===== src/rtl/alu_pkg.sv =====
// Shared ALU definitions: normalizer FSM states, datapath width and count-width helper.
package alu_pkg;

    typedef enum logic [1:0] {
        NORM_IDLE,
        NORM_SHIFT,
        NORM_DONE
    } norm_state_t;

    localparam int ALU_W = 8;

    function automatic int cnt_width(input int w);
        return $clog2(w + 1);
    endfunction

endpackage


===== src/rtl/norm_shift_step.sv =====
// One normalization step: shifts the work word toward the stop bit and reports hit/zero.
module norm_shift_step #(
    parameter int WIDTH = 8
) (
    input  logic [WIDTH-1:0] work,
    input  logic             dir,
    output logic [WIDTH-1:0] next_work,
    output logic             hit,
    output logic             is_zero
);

    // dir=1 normalizes toward the LSB; dir=0 toward the MSB
    always_comb begin
        next_work = dir ? (work >> 1) : (work << 1);
        hit       = dir ? work[0] : work[WIDTH-1];
        is_zero   = (work == '0);
    end

endmodule


===== src/rtl/alu_normalizer.sv =====
// Sequential normalizer: shifts one bit per clock until the stop bit is set and reports the count.
// Optional NORM_RIGHT_EN adds in_dir for trailing-zero (toward LSB) normalization.
module alu_normalizer
    import alu_pkg::*;
#(
    parameter int WIDTH = ALU_W,
    parameter int CNT_W = cnt_width(WIDTH)
) (
    input  logic             clk,
    input  logic             rst,
    input  logic             in_valid,
    output logic             in_ready,
    input  logic [WIDTH-1:0] in_data,
`ifdef NORM_RIGHT_EN
    input  logic             in_dir,
`endif
    output logic             out_valid,
    input  logic             out_ready,
    output logic [WIDTH-1:0] out_data,
    output logic [CNT_W-1:0] out_count,
    output logic             out_zero
);

    norm_state_t      state;
    logic [WIDTH-1:0] work;
    logic [CNT_W-1:0] count;
    logic             zero;
    logic             dir_q;
    logic [WIDTH-1:0] next_work;
    logic             hit;
    logic             is_zero;

    norm_shift_step #(.WIDTH(WIDTH)) u_step (
        .work      (work),
        .dir       (dir_q),
        .next_work (next_work),
        .hit       (hit),
        .is_zero   (is_zero)
    );

    always_ff @(posedge clk or posedge rst) begin
        if (rst) begin
            state     <= NORM_IDLE;
            in_ready  <= 1'b1;
            out_valid <= 1'b0;
            work      <= '0;
            count     <= '0;
            zero      <= 1'b0;
            dir_q     <= 1'b0;
        end else begin
            case (state)
                NORM_IDLE: begin
                    if (in_valid && in_ready) begin
                        work     <= in_data;
                        count    <= '0;
                        zero     <= 1'b0;
`ifdef NORM_RIGHT_EN
                        dir_q    <= in_dir;
`else
                        dir_q    <= 1'b0;
`endif
                        in_ready <= 1'b0;
                        state    <= NORM_SHIFT;
                    end
                end
                NORM_SHIFT: begin
                    if (is_zero) begin
                        count     <= CNT_W'(WIDTH);
                        zero      <= 1'b1;
                        out_valid <= 1'b1;
                        state     <= NORM_DONE;
                    end else if (hit) begin
                        out_valid <= 1'b1;
                        state     <= NORM_DONE;
                    end else begin
                        work  <= next_work;
                        count <= count + 1'b1;
                    end
                end
                NORM_DONE: begin
                    // in_ready comes back registered, one cycle after the handoff
                    if (out_ready) begin
                        out_valid <= 1'b0;
                        in_ready  <= 1'b1;
                        state     <= NORM_IDLE;
                    end
                end
                default: begin
                    state     <= NORM_IDLE;
                    in_ready  <= 1'b1;
                    out_valid <= 1'b0;
                end
            endcase
        end
    end

    assign out_data  = work;
    assign out_count = count;
    assign out_zero  = zero;

endmodule

===== config.mk =====
export PLATFORM = sky130hd
export DESIGN_NAME = alu_normalizer
export DESIGN_NICKNAME = d
export VERILOG_FILES = /design/src/rtl/alu_pkg.sv /design/src/rtl/norm_shift_step.sv /design/src/rtl/alu_normalizer.sv
export SDC_FILE = /design/constraint.sdc
export NUM_CORES = 1
export LEC_CHECK = 0
export BUFFER_PORTS_ARGS = -buffer_cell sky130_fd_sc_hd__buf_2
export CAP_MARGIN = 10
export CORE_MARGIN = 5
export CORE_UTILIZATION = 45
export CTS_CLUSTER_DIAMETER = 30
export DETAILED_ROUTE_END_ITERATION = 10
export GPL_ROUTABILITY_DRIVEN = 0
export GPL_TIMING_DRIVEN = 0
export PLACE_DENSITY = 0.75
export SETUP_SLACK_MARGIN = 0.1
export SKIP_LAST_GASP = 1
export SLEW_MARGIN = 15
export SYNTH_ARGS = -nofsm -noshare
export SYNTH_HDL_FRONTEND = slang
export SYNTH_SLANG_ARGS = --single-unit

===== constraint.sdc =====
create_clock -name clk -period 3.1 [get_ports clk]
set_input_delay 0.465 -clock clk [delete_from_list [all_inputs] [get_ports clk]]
set_output_delay 0.465 -clock clk [all_outputs]
set_load 0.02 [all_outputs]

# Word-level counts from Yosys, hierarchy flattened
# Index checks and enable logic that the tools add are counted.
dict set report op_classes {
  n_addsub 1
  eq_ne 9
  n_mux 22
  bitwise_logic 2
  reduce_logical 10
}
# op n
set op_table {}
lappend op_table {{2-to-1 mux 8 bit} 3}
lappend op_table {{case mux 8 bit (2 select lines)} 1}
lappend op_table {{AND reduction 3 bit} 5}
lappend op_table {{2-to-1 mux 4 bit} 3}
lappend op_table {{!= test 2 bit, second input constant} 5}
lappend op_table {{zero test 8 bit} 1}
lappend op_table {{2-to-1 mux 2 bit} 4}
lappend op_table {{case mux 4 bit (2 select lines)} 1}
lappend op_table {{2-to-1 mux 1 bit} 6}
lappend op_table {{!= test 3 bit, second input constant} 2}
lappend op_table {{case mux 1 bit (3 select lines)} 2}
lappend op_table {{case mux 2 bit (3 select lines)} 1}
lappend op_table {{adder 4 x 1 -> 4 bit, second input constant} 1}
lappend op_table {{AND reduction 4 bit} 1}
lappend op_table {{== test 2 x 1 -> 1 bit, second input constant} 1}
lappend op_table {{== test 2 bit, second input constant} 1}
lappend op_table {{zero test 2 bit} 1}
lappend op_table {{NOT 1 bit} 2}
lappend op_table {{case mux 1 bit (2 select lines)} 1}
lappend op_table {{nonzero test 2 bit} 1}
lappend op_table {{logical AND 1 bit} 1}
dict set report totals {
  ff_bits 17
  input_bits 12
  output_inout_bits 15
  word_cells 50
}

# Longest topological paths before layout
# Gate-level depths: netlist of run 1.
dict set report depth {
  depth_word 4
  mapped_depth 5
  depth_no_buf 4
}

# By module
# From an unflattened synthesis of run 1, not the netlist that was laid out.
dict set report unflattened {
  cells_unflattened 88
  hier_area_um2 1017.2
}
# mod n_inst cells_per_inst area_per_inst_um2
set by_module_without_submodules {}
lappend by_module_without_submodules {alu_normalizer 1 75 902.1}
lappend by_module_without_submodules {norm_shift_step 1 13 115.1}

# Least setup slack after synthesis of run 1
# No wires, ideal clock.
dict set report synth_path {
  path_type {flip-flop to flip-flop}
  startpoint {register work[4], in the netlist out_data[4]}
  endpoint {register work[4], in the netlist out_data[4]}
  arrival_time_ns 1.554
  setup_slack_ns 1.421
  path_stages_with_launch 5
  path_buffers 0
  cell_sequence {dfrtp_1 > nor4_1 > nand3_1 > o21ai_2 > mux2_2}
}
dict set report synth_between {
  elab_chain_cells 3
}
# element line_no
set synth_lines {}
lappend synth_lines {{from (decl)} alu_normalizer.sv:25} ;# logic [WIDTH-1:0] work;
lappend synth_lines {{from (signal assigned)} alu_normalizer.sv:54} ;# work <= in_data;
lappend synth_lines {{from (signal assigned)} alu_normalizer.sv:76} ;# work <= next_work;
lappend synth_lines {{zero test 8 bit} norm_shift_step.sv:16} ;# is_zero = (work == '0);
lappend synth_lines {{!= test 2 bit (no source line)} --}
lappend synth_lines {{AND reduction 4 bit (no source line)} --}
# Every way passes these cells.
# A chain may end at the register's enable or synchronous reset.

# Worst setup path after layout of run 1
dict set report layout_path {
  startpoint {register work[4], in the netlist out_data[4]}
  endpoint {register work[5], in the netlist out_data[5]}
}
dict set report layout_between {
  elab_chain_cells 3
}
# element line_no
set layout_lines {}
lappend layout_lines {{zero test 8 bit / 2-to-1 mux 8 bit (equally long branches)} {norm_shift_step.sv:16, alu_normalizer.sv:72}}
lappend layout_lines {{!= test 2 bit (no source line) / 2-to-1 mux 8 bit (equally long branches)} --}
lappend layout_lines {{AND reduction 4 bit (no source line) / case mux 8 bit (2 select lines) (equally long branches)} --}
# Several ways; a longest one is shown, not always the timed one. The select of a mux whose other input is x is not followed.

==> flow_summary.json, run 1 <==
{
  "status": "complete, no violations",
  "drtPass1Iterations": 4,
  "cts_resized": 0,
  "ys_seq_elements": 17,
  "clock_latency_ns": 0.29,
  "cp_max_fo": 7,
  "tritoncts": "done",
  "ctsHoldBuffers": 0,
  "drt_iter0_drc": 3,
  "report.final.hold_viol_count": 0,
  "syn_avg_cell_area_um2": 9.759,
  "setup.worst_path.class": "register to register",
  "rsz0062_at_grt": "no",
  "mappedNetlistNets": 98,
  "num_rows": 15,
  "skew_ns": 0.007972,
  "clkTransAtPathRegs_ns": 0.10,
  "cts_setup_buffers": 0,
  "drv_slew": 0,
  "worst_slew_margin_rel": 0.5746,
  "final_cell_mix": "26 x buf_2, 23 x nand2_1, 16 x dfrtp_1",
  "synth-edff-count": 0,
  "layout-area-overhead-vs-synth_pct": 22.78,
  "synth-main-ff-cell": "dfrtp_1",
  "root_buffer": "clkbuf_4",
  "ys_types": 28,
  "period_minus_slack_ns": 1.798,
  "wirelength_mm": 1.719,
  "h-tree-depth": 1,
  "netlist_area_um2": 829.5,
  "synth_top_cell_area_share": 0.4827,
  "io_pins": 27,
  "power_mw": 1.052,
  "grt_overflow": 0,
  "synth-seq-area-share": 0.5143,
  "ant_nets": 0,
  "tightest_slew_ns": 0.6374,
  "synth_warnings": 0,
  "grt_pass1_vias": 674,
  "hp-class": "input pin to asynchronous set/reset pin",
  "yosysTopAreaCell": "dfrtp_1",
  "ir_drop_v": 0.0005496,
  "async_reset_ff_frac": 1.000,
  "antenna_cells": 0,
  "synth_area_leaders": "dfrtp_1 48%, nand2_1 10%, mux2_2 4.1%",
  "drc": 0,
  "crit_arrival_ns": 1.98,
  "wl_met1_um": 738,
  "top_layer": "met4",
  "final_common_cell": "buf_2",
  "drive_gt1_frac": 0.3304,
  "dieArea_um2": 2802,
  "wl_per_cell_um": 12.28,
  "clockBufferDepth": 2,
  "critPathRequiredTime_ns": 3.28,
  "port_buffers": 26,
  "vias": 700,
  "chipWidth_um": 52.94,
  "core_um2": 1745,
  "dr_wl_met3_um": 78,
  "initial_utilization": 0.4753,
  "numCtsBuffers": 3,
  "met2_length_um": 869,
  "maxCapViolCount": 0,
  "grt_pass1_wl_mm": 2.939,
  "min_period_over_period": 0.5801,
  "fmax_mhz": 556.1,
  "power_leakage_nw": 0.5498,
  "die_y_um": 52.94,
  "netlist_instances": 85,
  "antenna_found_initial": 0,
  "clock-sinks": 17,
  "finalNetCount": 129,
  "viasPerCell": 5.000,
  "grt_max_degree": 18,
  "critPathLaunchType": "register",
  "tns_ns": 0,
  "end_kind": "register",
  "power_density_nw_per_um2": 1033,
  "grt_usage": 0.1467,
  "setup_viol": 0,
  "hpwl_mm": 1.330
}
==> final cells by class <==
cell class                 instances  area, µm²
fill                             180      726.9
sequential                        17      426.7
multi-input combinational         63      380.4
timing repair buffer              26      130.1
tap                               25      31.28
clock buffer                       3      22.52
buffer                             2      11.26
inverter                           3      11.26
clock inverter                     1      5.005
==> metrics by stage <==
step	util	std cells	hold slack (ns)	worst slack, ns	instance area, µm²
after floorplan	-	85	0.3903	1.421	829.5
after global placement	0.5677	136	0.4581	1.336	991.0
after detailed placement	0.5677	136	0.4744	1.333	991.0
after CTS	0.5835	140	0.2543	1.299	1018
after global routing	0.5835	140	0.2998	1.106	1018
final	0.5835	140	0.2347	1.302	1018
==> critical path, stage by stage, from the launching register on <==
cell and delay [ns]:
dfrtp_1 0.43, nor4_1 0.45, nand3_1 0.24, o21ai_2 0.19
mux2_2 0.38
==> kinds of logic (layout without fill, tap and decap cells) <==
kind of cell / count (synthesis) / in the layout / synth area share
flip-flops: 17 / 17 / 0.5143
buffers and inverters: 5 / 35 / 0.02715
multiplexers: 6 / 6 / 0.07692
AO/OA/AOI/OAI: 11 / 11 / 0.08748
adder cells (fa/ha/maj): 1 / 1 / 0.01508
XOR/XNOR: 1 / 1 / 0.01056
AND/OR/NAND/NOR: 44 / 44 / 0.2685
==> metal layers <==
layer / vias up / GRT usage
met4: 0 / 0.07660
met3: 4 / 0.03380
met1: 328 / 0.1854
met5: - / 0
li1: 354 / -
met2: 14 / 0.2314
==> final timing paths <==
check,startpoint,end,slack (ns),cells after the start
min in group clk,in_data[0],out_data[0],0.40,2
max in group asynchronous,rst,out_valid,2.45,2
worst min register to register,out_zero,out_zero,0.49,2
worst max register to register,out_data[4],out_data[5],1.30,4
worst min-delay path,rst,out_data[7],0.23,2
worst max-delay path,out_data[4],out_data[5],1.30,4
==> cells in the mapped netlist (2+ instances only) <==
| cell type | n |
|---|---|
| mux2_2 | 3 |
| nor2_1 | 4 |
| inv_1 | 3 |
| a21oi_1 | 2 |
| nand3_1 | 5 |
| dfrtp_1 | 16 |
| nand2_1 | 23 |
| o21ai_0 | 5 |
| mux2i_1 | 3 |
| nand2b_1 | 2 |
| nor3_1 | 2 |
==> flip-flops by register name, summed over array words and instances, names as in the netlist <==
name and flops:
out_valid 1, out_count 4, in_ready 1, state 2
out_zero 1, out_data 8
==> report_power, final <==
part | internal (mW) | switching (mW)
Sequential | 0.326 | 0.108
Combinational | 0.209 | 0.290
Clock | 0.0480 | 0.0708
Total | 0.583 | 0.469
Power figures use the tool's default switching activity.
==> run 2, diff against run 1 <==
CORE_UTILIZATION = 43   (was 45)
clock period = 1.5 ns   (was 3.1 ns; I/O delays follow)
==> run 2 against run 1 <==
  * Final cell count rose by 5.0%
  * Utilization is 5.4 points higher
  * Power increased by 130%
  * Critical path depth stayed put
  * Fmax up 23%
  * Worst hold slack worse by 0.22 ns
  * Sequential share of layout area fell by 3.8 points
  * Clock power is 99% higher
  * Largest cell class is now multi-input gates
  * Highest routed layer is now met3
==> flow_summary.json, run 2 (synthesized netlist as in run 1, its figures left out) <==
{
  "dp.cells": 136,
  "report.final.hold_viol_count": 0,
  "drv_slew": 0,
  "clock_latency_ns": 0.28,
  "final_common_cell": "buf_2",
  "clkTransAtPathRegs_ns": 0.09,
  "fillers": 141,
  "hold_slack_ns": 0.01186,
  "ant_nets": 0,
  "viasPerCell": 5.177,
  "drtPass1Iterations": 4,
  "hp-class": "input pin to asynchronous set/reset pin",
  "wl_per_cell_um": 13.99,
  "min_period_over_period": 0.9726,
  "port_buffers": 26,
  "drt_iter0_drc": 5,
  "dieArea_um2": 2907,
  "rr_worst_depth": 4,
  "grt_pass1_vias": 748,
  "vias": 761,
  "power_density_nw_per_um2": 2171,
  "crit_arrival_ns": 1.63,
  "critPathLaunchType": "register",
  "worst_slew_margin_rel": 0.5718,
  "initial_utilization": 0.4653,
  "antenna_cells": 0,
  "grt_pass1_wl_mm": 3.263,
  "power_leakage_nw": 0.6039,
  "layout.cells.non_filler": 147,
  "root_buffer": "clkbuf_4",
  "critPathRequiredTime_ns": 1.67,
  "end_kind": "register",
  "die_y_um": 53.92,
  "setup_viol": 0,
  "grt_max_degree": 18,
  "final_cell_mix": "26 x buf_2, 23 x nand2_1, 11 x dfrtp_1",
  "antenna_found_initial": 0,
  "period_minus_slack_ns": 1.459,
  "clockBufferDepth": 2,
  "rsz0062_at_grt": "yes",
  "place_ws_ns": -0.1581,
  "finalNetCount": 136,
  "status": "complete, no violations",
  "core_um2": 1783,
  "skew_ns": 0.001726,
  "chipWidth_um": 53.92,
  "ir_drop_v": 0.0009152,
  "layout-area-overhead-vs-synth_pct": 36.95,
  "final_util": 0.6372,
  "ctsHoldBuffers": 0,
  "cp_max_fo": 4,
  "fmax_mhz": 685.4,
  "h-tree-depth": 1,
  "tns_ns": 0,
  "numCtsBuffers": 3,
  "grt_usage": 0.1559,
  "drive_gt1_frac": 0.4508,
  "setup.worst_path.class": "register to register",
  "grt_overflow": 0,
  "tritoncts": "done",
  "io_pins": 27,
  "drc": 0,
  "largest_reg_flops": 8,
  "hpwl_mm": 1.424,
  "maxCapViolCount": 0,
  "wirelength_mm": 2.056,
  "num_rows": 15,
  "tightest_slew_ns": 0.6416,
  "clock-sinks": 17,
  "final.setup.worst_slack_ns": 0.04104
}
==> run 2: final cells by class <==
class	count	area, µm²	share of cell area
Sequential cell	17	432.9	0.3811
Timing Repair Buffer	34	190.2	0.1674
Multi-Input combinational cell	63	436.7	0.3844
Inverter	3	11.26	0.009912
Clock buffer	4	26.28	0.02313
Buffer	1	7.507	0.006608
Tap cell	25	31.28	0.02753
==> run 2: worst paths after layout <==
kind                       slack [ns]         from           end
max                              0.04  out_data[6]   out_data[5]
min                              0.01          rst  out_count[0]
max reg2reg                      0.04  out_data[6]   out_data[5]
min reg2reg                      0.48     out_zero      out_zero
max in group asynchronous        1.04          rst   out_data[4]
min in group clk                 0.18   in_data[0]   out_data[0]
==> run 2: stage by stage <==
stage | cell area (µm²) | power, mW
after floorplan | 877.1 | 1.741
after global placement | 1039 | 2.040
after detailed placement | 1039 | 2.080
after CTS | 1114 | 2.426
after global routing | 1136 | 2.647
final | 1136 | 2.466
==> run 2: power by group <==
part,switching (mW),total (mW),internal (mW)
clock network,0.134,0.237,0.103
registers,0.272,0.959,0.687
logic,0.674,1.27,0.596
==> run 2: worst max-delay path, stage by stage (launching register included) <==
cell and delay, ns:
dfrtp_2 0.45, nor4_4 0.32, nand3_2 0.15, o21ai_4 0.12
mux2_4 0.32
==> run 2: timing repair <==
| item | CTS | global route |
|---|---|---|
| resized for setup | 3 | 2 |
| pin swaps | 3 | 2 |
| endpoints found under the setup margin | 13 | 8 |
| hold endpoints to repair | 0 | 0 |
| buffers inserted | 6 | 2 |
==> run 2: routing by layer <==
metal  GRT usage  up-vias  share of wire
met2      0.2742       23           0.51
li1            -      368              -
met5           0        -              0
met4     0.03830        0              0
met1      0.1796      370           0.41
met3     0.05263        0          0.074
